**src/rtl/usb_buf_pkg.sv**
```systemverilog
`default_nettype none
// ============================================================================
// Module      : usb_buf_pkg
// Description : Shared constants and status type for the USB endpoint buffer
//               and the AHB-lite status register that reports on it.
// Revision    : 1.0 - initial packet-aware buffer release
// ============================================================================
package usb_buf_pkg;

   localparam int BUF_DATA_W = 8;
   localparam int BUF_DEPTH  = 64;
   localparam int BUF_AFULL  = 56;

   // Bit order matches the AHB status register layout, MSB first.
   typedef struct packed {
      logic empty;
      logic full;
      logic almost_full;
      logic overflow;
      logic underflow;
   } buf_status_t;

endpackage : usb_buf_pkg
`default_nettype wire

```
**src/rtl/packet_fifo_mem.sv**
```systemverilog
`default_nettype none
// ============================================================================
// Module      : packet_fifo_mem
// Description : DEPTH x DATA_W register array, one synchronous write port and
//               one asynchronous (show-ahead) read port. Contents not reset.
// Revision    : 1.0 - initial packet-aware buffer release
// ============================================================================
module packet_fifo_mem #(
   parameter int DATA_W = 8,
   parameter int DEPTH  = 64,
   parameter int AW     = $clog2(DEPTH)
) (
   input  logic              clk,
   input  logic              we,
   input  logic [AW-1:0]     waddr,
   input  logic [DATA_W-1:0] wdata,
   input  logic [AW-1:0]     raddr,
   output logic [DATA_W-1:0] rdata
);

   logic [DATA_W-1:0] r_mem [DEPTH];

   // Store one word per accepted write.
   always_ff @(posedge clk) begin
      if (we) begin
         r_mem[waddr] <= wdata;
      end
   end

   assign rdata = r_mem[raddr];

endmodule : packet_fifo_mem
`default_nettype wire

```
**src/rtl/packet_fifo_buffer.sv**
```systemverilog
`default_nettype none
// ============================================================================
// Module      : packet_fifo_buffer
// Description : Synchronous FIFO with packet commit/discard. Words written
//               by the receive side stay hidden behind cmt_ptr until commit;
//               discard rewinds the write pointer to the last commit point.
// Revision    : 1.0 - initial packet-aware buffer release
// ============================================================================
module packet_fifo_buffer
   import usb_buf_pkg::*;
#(
   parameter int DATA_W       = BUF_DATA_W,
   parameter int DEPTH        = BUF_DEPTH,
   parameter int AFULL_THRESH = BUF_AFULL
) (
   input  logic                     clk,
   input  logic                     rst,
   input  logic                     wr_en,
   input  logic [DATA_W-1:0]        wr_data,
   input  logic                     commit,
   input  logic                     discard,
   input  logic                     rd_en,
   output logic [DATA_W-1:0]        rd_data,
   input  logic                     flush,
   input  logic                     clear,
   output logic [$clog2(DEPTH):0]   occupancy,
   output logic [$clog2(DEPTH):0]   pending,
   output logic                     empty,
   output logic                     full,
   output logic                     almost_full,
   output logic                     overflow,
   output logic                     underflow
);

   // Pointers carry one extra MSB so a full buffer is distinguishable from
   // an empty one; all arithmetic wraps modulo 2^PW.
   localparam int AW = $clog2(DEPTH);
   localparam int PW = AW + 1;
   localparam logic [PW-1:0] c_PTR_ONE  = PW'(1);
   localparam logic [PW-1:0] c_FILL_MAX = PW'(DEPTH);
   localparam logic [PW-1:0] c_FILL_AF  = PW'(AFULL_THRESH);

   logic [PW-1:0]     r_rd_ptr;
   logic [PW-1:0]     r_cmt_ptr;
   logic [PW-1:0]     r_wr_ptr;
   logic              r_overflow;
   logic              r_underflow;

   logic [PW-1:0]     w_occ;
   logic [PW-1:0]     w_pend;
   logic [PW-1:0]     w_fill;
   logic              w_empty;
   logic              w_full;
   logic              w_idle;
   logic              w_wr_accept;
   logic              w_rd_accept;
   logic [PW-1:0]     w_wr_next;
   logic [DATA_W-1:0] w_mem_rdata;
   buf_status_t       w_status;

   assign w_occ   = r_cmt_ptr - r_rd_ptr;
   assign w_pend  = r_wr_ptr - r_cmt_ptr;
   assign w_fill  = w_occ + w_pend;
   assign w_empty = (w_occ == '0);
   // Full looks only at registered state; a same-cycle pop frees nothing.
   assign w_full  = (w_fill == c_FILL_MAX);

   // clear/flush swallow every other request issued in the same cycle.
   assign w_idle      = clear | flush;
   // A discarded write never reaches memory and raises no overflow.
   assign w_wr_accept = wr_en & ~w_full & ~w_idle & ~discard;
   assign w_rd_accept = rd_en & ~w_empty & ~w_idle;
   assign w_wr_next   = w_wr_accept ? (r_wr_ptr + c_PTR_ONE) : r_wr_ptr;

   // Pointer and sticky-flag update: rst > clear > flush > normal operation.
   always_ff @(posedge clk) begin
      if (rst || clear) begin
         r_rd_ptr    <= '0;
         r_cmt_ptr   <= '0;
         r_wr_ptr    <= '0;
         r_overflow  <= 1'b0;
         r_underflow <= 1'b0;
      end else if (flush) begin
         r_rd_ptr    <= '0;
         r_cmt_ptr   <= '0;
         r_wr_ptr    <= '0;
      end else begin
         if (discard) begin
            r_wr_ptr <= r_cmt_ptr;
         end else begin
            r_wr_ptr <= w_wr_next;
            if (commit) begin
               r_cmt_ptr <= w_wr_next;
            end
         end
         if (w_rd_accept) begin
            r_rd_ptr <= r_rd_ptr + c_PTR_ONE;
         end
         if (wr_en && w_full && !discard) begin
            r_overflow <= 1'b1;
         end
         if (rd_en && w_empty) begin
            r_underflow <= 1'b1;
         end
      end
   end

   packet_fifo_mem #(
      .DATA_W (DATA_W),
      .DEPTH  (DEPTH),
      .AW     (AW)
   ) u_mem (
      .clk    (clk),
      .we     (w_wr_accept),
      .waddr  (r_wr_ptr[AW-1:0]),
      .wdata  (wr_data),
      .raddr  (r_rd_ptr[AW-1:0]),
      .rdata  (w_mem_rdata)
   );

   assign w_status.empty       = w_empty;
   assign w_status.full        = w_full;
   assign w_status.almost_full = (w_fill >= c_FILL_AF);
   assign w_status.overflow    = r_overflow;
   assign w_status.underflow   = r_underflow;

   // Uninitialised memory must never leak out while nothing is committed.
   assign rd_data     = w_empty ? '0 : w_mem_rdata;
   assign occupancy   = w_occ;
   assign pending     = w_pend;
   assign empty       = w_status.empty;
   assign full        = w_status.full;
   assign almost_full = w_status.almost_full;
   assign overflow    = w_status.overflow;
   assign underflow   = w_status.underflow;

endmodule : packet_fifo_buffer
`default_nettype wire

```
**config.mk**
```make
export PLATFORM = sky130hd
export DESIGN_NAME = packet_fifo_buffer
export DESIGN_NICKNAME = d
export VERILOG_FILES = /design/src/rtl/usb_buf_pkg.sv /design/src/rtl/packet_fifo_mem.sv /design/src/rtl/packet_fifo_buffer.sv
export SDC_FILE = /design/constraint.sdc
export NUM_CORES = 1
export LEC_CHECK = 0
export BUFFER_PORTS_ARGS = -buffer_cell sky130_fd_sc_hd__buf_2
export CAP_MARGIN = 5
export CORE_MARGIN = 4
export CORE_UTILIZATION = 40
export DETAILED_ROUTE_END_ITERATION = 8
export PLACE_DENSITY = 0.67
export SYNTH_ARGS = -nofsm -noshare
export SYNTH_HDL_FRONTEND = slang
export SYNTH_SLANG_ARGS = --single-unit
```
**constraint.sdc**
```tcl
create_clock -name clk -period 4.45 [get_ports clk]
set_input_delay 0 -clock clk [delete_from_list [all_inputs] [get_ports clk]]
set_output_delay 0 -clock clk [all_outputs]
set_load 0.05 [all_outputs]
```
; Yosys cells after proc, flatten, opt, wreduce, memory -nomap -nowiden
; Memories as Yosys holds them, arrays and structs flattened. A register that Yosys moved wholly into a read port is not among the register bits.
; Cells that the tools add are included.
[totals]
register_bits = 23
ram_bits = 512
in_bits = 16
memories = 1
[op_classes]
addsub = 5
n_lt_le_gt_ge = 1
eq_ne = 1
n_mux = 7
bitwise = 11
n_reduce_logical = 10
[memory_table]
columns = name, words, word_bits, rd, rd_ports_with_merged_regs, wr, line
row1 = u_mem.r_mem, 64, 8, 1, 1, 1, packet_fifo_mem.sv:21  ; logic [DATA_W-1:0] r_mem [DEPTH];
[op_table]
columns = operator, count
row1 = "7-bit by 1-bit adder with 7-bit output, second input constant", 2
row2 = 7-bit two-way mux, 2
row3 = 7-bit subtractor, 2
row4 = 6-bit two-way mux, 2
row5 = 8-bit two-way mux, 1
row6 = 7-bit adder, 1
row7 = "7-bit equality test, second input constant", 1
row8 = "7-bit by 6-bit >= comparator with 1-bit output, second input constant", 1
row9 = 7-bit logical NOT, 1
row10 = 2-bit AND reduction, 3
row11 = 1-bit AND, 5
row12 = 1-bit NOT, 5
row13 = 1-bit logical AND, 3
row14 = 1-bit two-way mux, 2
row15 = 2-bit OR reduction, 1
row16 = 1-bit logical NOT, 1
row17 = 1-bit logical OR, 1
row18 = 1-bit OR, 1

; Longest topological paths before layout
; Gate-level depths: netlist of the first run.
[depth]
word_depth = 9
mapped_depth = 19

; By module
; From an unflattened synthesis of the first run, not the netlist that was laid out.
[hier_totals]
hier_cells = 1176
hier_area_um2 = 21978.6
[modules_own_cells]
columns = mod, n_inst, cells_each, area_per_inst_um2, seq_area_each_um2
row1 = packet_fifo_mem, 1, 932, 20006.7, 15374.7
row2 = packet_fifo_buffer, 1, 244, 1971.9, 460.4

; Worst setup path after synthesis of the first run
; No wires, ideal clock.
[synth_path]
path_type = flip-flop to flip-flop
startpoint = register r_cmt_ptr[0]
endpoint = memory u_mem.r_mem[62][0], enable pin
setup_time_ns = 0.370
t_arrival_ns = 4.673
slack_ns = -0.593
stages_incl_launch_ff = 16
n_path_buf = 1
period_less_slack_ns = 5.043
cell_sequence = dfxtp_1 > inv_1 > ha_1 > fa_1 > nor2b_1 > o21ai_0 > a21boi_0 > ha_1 > nor3_1 > a2111oi_0 > and3_1 > and2_1 > a21oi_1 > buf_4 > nand4_1 > nor2_1
[synth_between]
elab_chain_len = 9
elab_cells_between_ends = 10
classes_between = 3 x add/sub / 1 x eq/ne / 2 x mux / 4 x bitwise
[synth_rtl]
columns = element, line
row1 = from (decl), packet_fifo_buffer.sv:44  ; logic [PW-1:0] r_cmt_ptr;
row2 = from (signal assigned), packet_fifo_buffer.sv:93  ; r_cmt_ptr <= w_wr_next;
row3 = 7-bit subtractor, packet_fifo_buffer.sv:61  ; assign w_occ = r_cmt_ptr - r_rd_ptr;
row4 = named net occupancy[4], packet_fifo_buffer.sv:26  ; output logic [$clog2(DEPTH):0] occupancy,
row5 = 7-bit adder, packet_fifo_buffer.sv:63  ; assign w_fill = w_occ + w_pend;
row6 = 7-bit equality test, packet_fifo_buffer.sv:66  ; assign w_full = (w_fill == c_FILL_MAX);
row7 = 1-bit NOT, packet_fifo_buffer.sv:71  ; assign w_wr_accept = wr_en & ~w_full & ~w_idle & ~discard;
row8 = 1-bit AND (3 in series), packet_fifo_buffer.sv:71
row9 = 1-bit two-way mux, packet_fifo_mem.sv:25  ; if (we) begin
row10 = 1-bit two-way mux (implied by the code), packet_fifo_mem.sv:26  ; r_mem[waddr] <= wdata;
row11 = to (decl), packet_fifo_mem.sv:21
; The timed path passes the listed nets, and every way through them passes these cells.

; Worst setup path after layout of the first run
[layout_path]
startpoint = register r_cmt_ptr[1]
endpoint = memory u_mem.r_mem[48][3], enable pin
[layout_between]
elab_chain_len = 9
elab_cells_between_ends = 10
classes_between = 3 x add/sub / 1 x eq/ne / 2 x mux / 4 x bitwise
[layout_rtl]
columns = element, line
row1 = 7-bit subtractor (on tied branches), "packet_fifo_buffer.sv:61, packet_fifo_buffer.sv:62"
row2 = 7-bit adder (*), packet_fifo_buffer.sv:63
row3 = 7-bit equality test (*), packet_fifo_buffer.sv:66
row4 = 1-bit NOT (*), packet_fifo_buffer.sv:71
row5 = 1-bit AND (*) (3 in series), packet_fifo_buffer.sv:71
row6 = 1-bit two-way mux (*), packet_fifo_mem.sv:25
row7 = 1-bit two-way mux (implied by the code) (*), packet_fifo_mem.sv:26
; Mark *: on every way between the ends. The rest lies on a longest branch, timed or not.

==> flow_summary.html, run 1 <==
<table>
<tr><th>Metric</th><th>Value</th></tr>
<tr><th colspan="2">Run status</th></tr>
<tr><td>Status</td><td>completed</td></tr>
<tr><th colspan="2">Floorplanning</th></tr>
<tr><td>Io pins</td><td>43</td></tr>
<tr><td>Die X</td><td>241 um</td></tr>
<tr><td>Row count</td><td>85</td></tr>
<tr><td>Y dimension of the die</td><td>241 um</td></tr>
<tr><td>Core footprint</td><td>0.0538 mm2</td></tr>
<tr><td>Initial core utilization</td><td>40.4%</td></tr>
<tr><td>Total die area</td><td>0.0582 mm2</td></tr>
<tr><th colspan="2">Logic synthesis</th></tr>
<tr><td>Synth Instances</td><td>1,057</td></tr>
<tr><td>Register bit count reported by yosys</td><td>541</td></tr>
<tr><td>Synthesized area per cell</td><td>20.6 um2</td></tr>
<tr><td>Net count after synthesis</td><td>1,095</td></tr>
<tr><td>Count of cell types in the netlist</td><td>51</td></tr>
<tr><td>Top cells by area, synth</td><td>edfxtp_1 (71%), mux4_2 (17%), dfxtp_1 (2.7%)</td></tr>
<tr><td>Library cell occupying the most area in the post-synthesis netlist</td><td>edfxtp_1</td></tr>
<tr><td>Flip-flop cell with the highest count after synthesis</td><td>edfxtp_1</td></tr>
<tr><td>Async SR Flop Fraction</td><td>0%</td></tr>
<tr><td>Sequential-to-total area share from yosys stat</td><td>73.3%</td></tr>
<tr><td>Cell Area, Synth</td><td>0.0218 mm2</td></tr>
<tr><td>Portion of synthesized cell area occupied by the leading cell type</td><td>70.7%</td></tr>
<tr><td>Count of flip-flops with a built-in enable after synthesis</td><td>512</td></tr>
<tr><td>Warnings from Yosys</td><td>0</td></tr>
<tr><th colspan="2">Timing</th></tr>
<tr><td>Total negative slack for setup checks</td><td>0 ns</td></tr>
<tr><td>RSZ-0062 raised after global routing</td><td>false</td></tr>
<tr><td>Hold violation total from the final report</td><td>0</td></tr>
<tr><td>Actual transition at the worst max-transition pin</td><td>0.986 ns</td></tr>
<tr><td>Final-report max-slew violation count</td><td>0</td></tr>
<tr><td>Final Skew</td><td>0.0174 ns</td></tr>
<tr><td>Final period demand of the worst path</td><td>4.17 ns</td></tr>
<tr><td>Fmax achieved</td><td>240 MHz</td></tr>
<tr><td>Slew margin rel.</td><td>34.1%</td></tr>
<tr><td>Final Cycle Share</td><td>93.8%</td></tr>
<tr><td>Setup-failing EPs final</td><td>0</td></tr>
<tr><th colspan="2">Route</th></tr>
<tr><td>Total Wirelength</td><td>48.8 mm</td></tr>
<tr><td>Number of remaining DRC errors</td><td>0</td></tr>
<tr><td>Detailed-route wire length per cell</td><td>24.9 um</td></tr>
<tr><td>First-iteration detailed-routing DRC count</td><td>1,138</td></tr>
<tr><td>Drt via density</td><td>5.58</td></tr>
<tr><td>Initial DRT Pass Iterations</td><td>5</td></tr>
<tr><td>Via count</td><td>10,900</td></tr>
<tr><td>Antenna Violating Nets Remaining</td><td>0</td></tr>
<tr><th colspan="2">Setup path</th></tr>
<tr><td>Cell family with the largest share of critical-path delay</td><td>simple AND/OR/NAND/NOR gates</td></tr>
<tr><td>Worst Path Arrival</td><td>4.47 ns</td></tr>
<tr><td>Critical path origin</td><td>r_cmt_ptr[1]</td></tr>
<tr><td>Class of the most critical setup path</td><td>flip-flop to flip-flop</td></tr>
<tr><td>Cell chain of the critical path</td><td>inv_1 &gt; ha_1 &gt; a21o_1 &gt; a21oi_1 &gt; o21bai_1 &gt; a21oi_1 &gt; xnor2_2 &gt; ha_1 &gt; inv_1 &gt; or4_1 &gt; and3_1 &gt; and2_1 &gt; a21oi_1 &gt; buf_4 &gt; nand3_1 &gt; buf_4 &gt; nor2_1 &gt; buf_4</td></tr>
<tr><td>Critical Path Max Stage Delay</td><td>0.52 ns</td></tr>
<tr><td>Highest net fanout along the worst path</td><td>9</td></tr>
<tr><td>Required arrival time at the worst endpoint</td><td>4.75 ns</td></tr>
<tr><td>Crit Reg-Reg Startpoint</td><td>r_cmt_ptr[1]</td></tr>
<tr><td>Endpoint type of the worst setup path</td><td>flip-flop</td></tr>
<tr><td>Total buffers and inverters traversed by the critical path</td><td>5</td></tr>
<tr><td>Critical path's slowest cell</td><td>or4_1</td></tr>
<tr><td>Setup slack, reg-to-reg</td><td>0.28 ns</td></tr>
<tr><td>Kind of start point of the critical path</td><td>flip-flop</td></tr>
<tr><th colspan="2">Finish</th></tr>
<tr><td># fillers</td><td>4,380</td></tr>
<tr><td>Final core utilization</td><td>47.3%</td></tr>
<tr><td>Commonest non-fill, non-tap cell in the layout</td><td>edfxtp_1</td></tr>
<tr><td>Area added between synthesis and finish</td><td>16.9%</td></tr>
<tr><td>Final nets</td><td>1,257</td></tr>
<tr><td>Area taken by flip-flops and latches</td><td>0.0160 mm2</td></tr>
<tr><td>Antenna Cells</td><td>0</td></tr>
<tr><td>Number of non-filler instances in the completed layout</td><td>1,960</td></tr>
<tr><td>Area taken by multi-input logic gates</td><td>0.00560 mm2</td></tr>
<tr><td>Most used cells in the layout excluding fill and tap cells</td><td>edfxtp_1 (512), mux4_2 (166), buf_4 (98)</td></tr>
<tr><td>Summed area of non-filler cells in the final layout</td><td>0.0254 mm2</td></tr>
<tr><td>Share of layout cells above drive strength 1</td><td>33.5%</td></tr>
<tr><th colspan="2">Place</th></tr>
<tr><td>I/O Buffers</td><td>42</td></tr>
<tr><td>Placed instance count</td><td>1,848</td></tr>
<tr><td>Placement Cell Area</td><td>0.0235 mm2</td></tr>
<tr><td>Dpl hpwl</td><td>30.1 mm</td></tr>
<tr><td>Routability congestion estimate</td><td>0.828</td></tr>
<tr><th colspan="2">Global routing</th></tr>
<tr><td>Antenna violations before repair</td><td>0</td></tr>
<tr><td>Overflow after GRT</td><td>0</td></tr>
<tr><td>Global routing usage summed across all routing layers</td><td>17.0%</td></tr>
<tr><td>Wire length of the first global-routing pass</td><td>72.9 mm</td></tr>
<tr><td>Maximum number of pins on one net before global-route repair</td><td>65</td></tr>
<tr><td>Number of global-route vias before repair</td><td>11,000</td></tr>
<tr><th colspan="2">Clocking</th></tr>
<tr><td>Maximum buffer depth of the clock tree</td><td>3</td></tr>
<tr><td>Clock net sink count</td><td>541</td></tr>
<tr><td>H-tree depth</td><td>2</td></tr>
<tr><td>Clk_lat worst skew</td><td>0.60 ns</td></tr>
<tr><td>Clock-pin transition on the worst setup and hold timing paths</td><td>0.06 ns</td></tr>
<tr><td>Cts bufs inserted</td><td>56</td></tr>
<tr><td>TritonCTS clock tree</td><td>done</td></tr>
<tr><td>Clock root buffer master</td><td>clkbuf_16</td></tr>
<tr><th colspan="2">Pwr</th></tr>
<tr><td>Power per cell area</td><td>411 mW/mm2</td></tr>
<tr><td>Leakage Power</td><td>8.06 nW</td></tr>
<tr><td>Worst-case vdd ir drop</td><td>0.298 mV</td></tr>
<tr><td>Pwr Total</td><td>10.5 mW</td></tr>
<tr><th colspan="2">Hold path</th></tr>
<tr><td>Beginning of the worst hold path</td><td>wr_data[4]</td></tr>
<tr><td>Min-Delay Path Class</td><td>input pin to flip-flop</td></tr>
<tr><th colspan="2">Run</th></tr>
<tr><td>Max Cap Violations</td><td>0</td></tr>
</table>
-- state kept, by name (all words and copies together), names as in the netlist, named ones only --
name and cells:
u_mem.r_mem 512, underflow 1, r_rd_ptr 7, r_cmt_ptr 7
r_wr_ptr 7, overflow 1
-- cells in the mapped netlist (all sizes together) (2+ instances only) --
| master | number |
|---|---|
| a21boi | 2 |
| o21a | 2 |
| nor3b | 2 |
| nor3 | 8 |
| o21bai | 4 |
| mux2i | 6 |
| or3 | 4 |
| a31oi | 2 |
| nor4 | 2 |
| clkbuf | 26 |
| edfxtp | 512 |
| a211oi | 4 |
| nand4 | 5 |
| and2 | 2 |
| or4 | 3 |
| fa | 3 |
| or2 | 2 |
| xnor2 | 11 |
| a21oi | 23 |
| nand3b | 2 |
| nor2b | 11 |
| ha | 19 |
| o21ai | 20 |
| buf | 25 |
| nor2 | 84 |
| xor2 | 11 |
| nand2 | 15 |
| dfxtp | 29 |
| mux4 | 166 |
| nand4b | 5 |
| and3 | 3 |
| o31ai | 2 |
| nand3 | 7 |
| inv | 26 |
-- final timing paths --
path | to | cells past startpoint
max | u_mem.r_mem[48][3] | 18
min | u_mem.r_mem[12][4] | 2
max reg2reg | u_mem.r_mem[48][3] | 18
min reg2reg | r_wr_ptr[0] | 2
-- cell families (layout without fill, tap and decap cells) --
family	count (synthesis)	in the layout	synth area share (%)
compound gates	65	65	1.81
fa+ha+maj	22	22	1.37
mux	172	172	17.5
buf+inv	77	284	1.47
xor+xnor	23	23	1.02
flops	541	541	73.3
simple gates	157	157	3.51
-- power breakdown --
group          total (mW)  internal [mW]  leakage [nW]  switching, mW
Clock                4.50           2.66         0.860           1.84
Sequential           5.58           5.57          4.84        0.00522
Combinational       0.387          0.102          2.37          0.285
Total                10.5           8.33          8.06           2.13
-- metal layers --
metal	vias up	GRT usage [%]	share of wire, %
met5	-	0	0
met4	0	4.35	1.9
met3	66	3.28	6.7
met2	408	27.8	50
met1	5787	24.0	41
li1	4676	-	-
-- cell type report --
class	instances	area share (%)
flip-flops and latches	541	62.8
multi-input cells	439	22.0
inverters	26	0.384
clock inverters	25	0.841
repair buffers	155	4.44
clock buffers	78	6.12
well taps	696	3.42
-- what timing repair did --
item | in CTS | in global routing
endpoints found under the setup margin | 0 | 513
resized for setup | 0 | 13
endpoints found under the hold margin | 23 | 0
hold buffers | 9 | 0
buffers inserted | 0 | 0
-- per-stage QoR --
step / setup WS (ns) / hold WS (ns)
2_1_floorplan: -0.0968 / 0.0768
3_3_place_gp: 0.132 / 0.203
3_5_place_dp: 0.0735 / 0.218
4_1_cts: 0.0511 / 0.0725
5_1_grt: 0.0492 / 0.100
6_report: 0.278 / 0.0745
-- worst reg2reg max path, cell delays in order (launching register included) --
cell      delay (ns)
dfxtp_1         0.36
inv_1           0.13
ha_1            0.31
a21o_1          0.16
a21oi_1         0.21
o21bai_1        0.10
a21oi_1         0.24
xnor2_2         0.11
ha_1            0.28
inv_1           0.09
or4_1           0.52
and3_1          0.18
and2_1          0.14
a21oi_1         0.14
buf_4           0.19
nand3_1         0.10
buf_4           0.24
nor2_1          0.20
buf_4           0.18
Power figures use the tool's default switching activity.
==> inputs of run 2 (changes only) <==
--- a/config.mk
+++ b/config.mk
@@ -7,10 +7,11 @@
 export LEC_CHECK = 0
 export BUFFER_PORTS_ARGS = -buffer_cell sky130_fd_sc_hd__buf_2
 export CAP_MARGIN = 5
+export CORE_ASPECT_RATIO = 1.4
 export CORE_MARGIN = 4
 export CORE_UTILIZATION = 40
 export DETAILED_ROUTE_END_ITERATION = 8
-export PLACE_DENSITY = 0.67
+export PLACE_DENSITY = 0.58
 export SYNTH_ARGS = -nofsm -noshare
 export SYNTH_HDL_FRONTEND = slang
 export SYNTH_SLANG_ARGS = --single-unit
==> flow_summary.html, run 2 (synthesis gave the netlist of run 1 again) <==
<table>
<tr><th>Metric</th><th>Value</th></tr>
<tr><th colspan="2">Setup path</th></tr>
<tr><td>Endpoint type of the worst setup path</td><td>flip-flop</td></tr>
<tr><td>Required arrival time at the worst endpoint</td><td>4.71 ns (-0.04 ns)</td></tr>
<tr><td>Critical Path Max Stage Delay</td><td>0.50 ns (-0.02 ns)</td></tr>
<tr><td>Cell repeated most along the worst path</td><td>buf_4</td></tr>
<tr><td>Total buffers and inverters traversed by the critical path</td><td>5 (unchanged)</td></tr>
<tr><td>Highest net fanout along the worst path</td><td>9 (unchanged)</td></tr>
<tr><td>Cell chain of the critical path</td><td>inv_1 &gt; ha_1 &gt; inv_1 &gt; fa_1 &gt; xor2_2 &gt; ha_1 &gt; a21oi_1 &gt; o21ai_1 &gt; or4_1 &gt; and3_1 &gt; and2_1 &gt; a21oi_1 &gt; buf_4 &gt; nand4b_2 &gt; buf_4 &gt; nor2_1 &gt; buf_4</td></tr>
<tr><td>Cell family with the largest share of critical-path delay</td><td>simple AND/OR/NAND/NOR gates</td></tr>
<tr><td>Kind of start point of the critical path</td><td>flip-flop</td></tr>
<tr><td>Worst Path Arrival</td><td>4.52 ns (+0.05 ns)</td></tr>
<tr><td>Class of the most critical setup path</td><td>flip-flop to flip-flop</td></tr>
<tr><td>Critical path's slowest cell</td><td>fa_1</td></tr>
<tr><th colspan="2">Floorplanning</th></tr>
<tr><td>Die X</td><td>205 um (-15%)</td></tr>
<tr><td>Initial core utilization</td><td>40.6% (+0.20 points)</td></tr>
<tr><td>Y dimension of the die</td><td>284 um (+18%)</td></tr>
<tr><td>Total die area</td><td>0.0582 mm2 (about the same)</td></tr>
<tr><td>Row count</td><td>100 (+18%)</td></tr>
<tr><td>Core footprint</td><td>0.0536 mm2 (-0.49%)</td></tr>
<tr><td>Io pins</td><td>43 (unchanged)</td></tr>
<tr><th colspan="2">Clocking</th></tr>
<tr><td>Clock net sink count</td><td>541 (unchanged)</td></tr>
<tr><td>Clk_lat worst skew</td><td>0.56 ns (-0.04 ns)</td></tr>
<tr><td>H-tree depth</td><td>2 (unchanged)</td></tr>
<tr><td>Maximum buffer depth of the clock tree</td><td>3 (unchanged)</td></tr>
<tr><td>Post CTS Setup Buffer Count</td><td>0 (unchanged)</td></tr>
<tr><td>TritonCTS clock tree</td><td>done</td></tr>
<tr><td>Cts bufs inserted</td><td>47 (-16%)</td></tr>
<tr><td>Clock root buffer master</td><td>clkbuf_16</td></tr>
<tr><td>Clock-pin transition on the worst setup and hold timing paths</td><td>0.07 ns (about the same)</td></tr>
<tr><th colspan="2">Route</th></tr>
<tr><td>Drt via density</td><td>5.36 (-3.9%)</td></tr>
<tr><td>Detailed-route wire length per cell</td><td>25.5 um (+2.2%)</td></tr>
<tr><td>Via count</td><td>10,500 (-4.2%)</td></tr>
<tr><td>First-iteration detailed-routing DRC count</td><td>817 (-28%)</td></tr>
<tr><td>Total Wirelength</td><td>49.7 mm (+1.9%)</td></tr>
<tr><td>Antenna Violating Nets Remaining</td><td>0 (unchanged)</td></tr>
<tr><td>Number of remaining DRC errors</td><td>0 (unchanged)</td></tr>
<tr><td>Initial DRT Pass Iterations</td><td>5 (unchanged)</td></tr>
<tr><th colspan="2">Place</th></tr>
<tr><td>Dpl hpwl</td><td>32.1 mm (+6.5%)</td></tr>
<tr><td>Routability congestion estimate</td><td>0.811 (-2.0%)</td></tr>
<tr><td>I/O Buffers</td><td>42 (unchanged)</td></tr>
<tr><td>Placement Cell Area</td><td>0.0235 mm2 (about the same)</td></tr>
<tr><th colspan="2">Timing</th></tr>
<tr><td>Final Cycle Share</td><td>95.9% (+2.1 points)</td></tr>
<tr><td>Setup-failing EPs final</td><td>0 (unchanged)</td></tr>
<tr><td>Final period demand of the worst path</td><td>4.27 ns (+0.0935 ns)</td></tr>
<tr><td>Final Skew</td><td>0.0189 ns (+0.00143 ns)</td></tr>
<tr><td>Hold violation total from the final report</td><td>0 (unchanged)</td></tr>
<tr><td>Final-report max-slew violation count</td><td>0 (unchanged)</td></tr>
<tr><td>Fmax achieved</td><td>234 MHz (-2.2%)</td></tr>
<tr><td>Actual transition at the worst max-transition pin</td><td>0.966 ns (-0.0197 ns)</td></tr>
<tr><td>RSZ-0062 raised after global routing</td><td>false</td></tr>
<tr><td>Slew margin rel.</td><td>35.5% (+1.3 points)</td></tr>
<tr><td>Fin Hold WS</td><td>0.0373 ns (-0.0372 ns)</td></tr>
<tr><th colspan="2">Finish</th></tr>
<tr><td>Flip-flop count of the largest register after layout</td><td>512 (unchanged)</td></tr>
<tr><td>Commonest non-fill, non-tap cell in the layout</td><td>edfxtp_1</td></tr>
<tr><td>Final core utilization</td><td>47.2% (-0.065 points)</td></tr>
<tr><td>Area added between synthesis and finish</td><td>16.2%</td></tr>
<tr><td>Final nets</td><td>1,242 (-1.2%)</td></tr>
<tr><td>Antenna Cells</td><td>0 (unchanged)</td></tr>
<tr><td># fillers</td><td>4,561 (+4.1%)</td></tr>
<tr><td>Top register by number of flip-flops</td><td>u_mem.r_mem</td></tr>
<tr><td>Summed area of non-filler cells in the final layout</td><td>0.0253 mm2 (-0.62%)</td></tr>
<tr><td>Most used cells in the layout excluding fill and tap cells</td><td>edfxtp_1 (512), mux4_2 (166), buf_4 (88)</td></tr>
<tr><td>Share of layout cells above drive strength 1</td><td>34.2% (+0.68 points)</td></tr>
<tr><th colspan="2">Global routing</th></tr>
<tr><td>Global routing usage summed across all routing layers</td><td>17.3% (+0.28 points)</td></tr>
<tr><td>Wire length of the first global-routing pass</td><td>74.8 mm (+2.6%)</td></tr>
<tr><td>Overflow after GRT</td><td>0 (unchanged)</td></tr>
<tr><td>Antenna violations before repair</td><td>0 (unchanged)</td></tr>
<tr><td>Maximum number of pins on one net before global-route repair</td><td>65 (unchanged)</td></tr>
<tr><td>Number of global-route vias before repair</td><td>11,000 (-0.23%)</td></tr>
<tr><th colspan="2">Pwr</th></tr>
<tr><td>Leakage Power</td><td>7.95 nW (-1.4%)</td></tr>
<tr><td>Worst-case vdd ir drop</td><td>0.334 mV (+12%)</td></tr>
<tr><td>Power per cell area</td><td>401 mW/mm2 (-2.6%)</td></tr>
<tr><th colspan="2">Hold path</th></tr>
<tr><td>Min-Delay Path Class</td><td>input pin to flip-flop</td></tr>
<tr><th colspan="2">Run status</th></tr>
<tr><td>Status</td><td>completed</td></tr>
<tr><th colspan="2">Run</th></tr>
<tr><td>Max Cap Violations</td><td>0 (unchanged)</td></tr>
</table>
[run 2: changes by cell type in the layout (fill, tap and decap cells not counted), sizes merged]
cell,previous run,this run
clkinvlp,0,3
bufinv,4,5
clkbuf,78,58
buf,146,140
clkinv,19,16
[run 2: worst min-delay path, delay by kind of cell]
family                 cells  cell delay [ns]
AND/OR/NAND/NOR            1             0.28
buffers and inverters      1             0.09
AO/OA/AOI/OAI              1             0.17
[run 2: final timing paths]
| kind | start | end | slack [ns] | cells past startpoint |
|---|---|---|---|---|
| max reg2reg | r_wr_ptr[0] | u_mem.r_mem[27][7] | 0.18 | 17 |
| max | r_wr_ptr[0] | u_mem.r_mem[27][7] | 0.18 | 17 |
| min reg2reg | r_cmt_ptr[0] | r_wr_ptr[0] | 0.50 | 2 |
| min | commit | r_cmt_ptr[2] | 0.04 | 3 |
[run 2: per-layer routing]
metal	part of all wire (%)	track usage, %	up-vias	wire length, um
met5	0	0	-	0
li1	-	-	4628	-
met3	3.1	1.70	52	1520
met2	54	30.8	209	26700
met1	41	23.1	5587	20500
met4	1.9	3.94	0	959
[run 2: stage by stage]
step                      worst slack [ns]  std cells  power [mW]  TNS (ns)
final                                0.184       1953        10.1         0
after global routing                0.0184       1953        10.5         0
after CTS                           0.0202       1953        10.2         0
after detailed placement            0.0264       1860        6.06         0
after global placement              0.0388       1860        6.06         0
after floorplan                    -0.0968       1057        5.90    -31.77
[run 2: where the power goes]
part / internal (mW) / switching (mW) / total (mW) / leakage [nW]
sequential: 5.57 / 0.00412 / 5.57 / 4.84
combinational: 0.101 / 0.287 / 0.388 / 2.35
clock: 2.39 / 1.78 / 4.17 / 0.770
total: 8.05 / 2.07 / 10.1 / 7.95
[run 2: area by class of cell]
class,instances,area (um2),area share [%]
multi-input combinational,439,5620,22.2
inverter,26,97.6,0.386
tap,714,893,3.53
clock inverter,26,265,1.05
sequential,541,16000,63.2
timing repair buffer,149,1130,4.46
clock buffer,58,1310,5.19
[run 2: timing repair]
| action | CTS | global route |
|---|---|---|
| pin swaps | 0 | 2 |
| gates resized for setup | 1 | 18 |
| endpoints found under the setup margin | 2 | 518 |
| hold buffers | 9 | 0 |
| endpoints found under the hold margin | 34 | 0 |
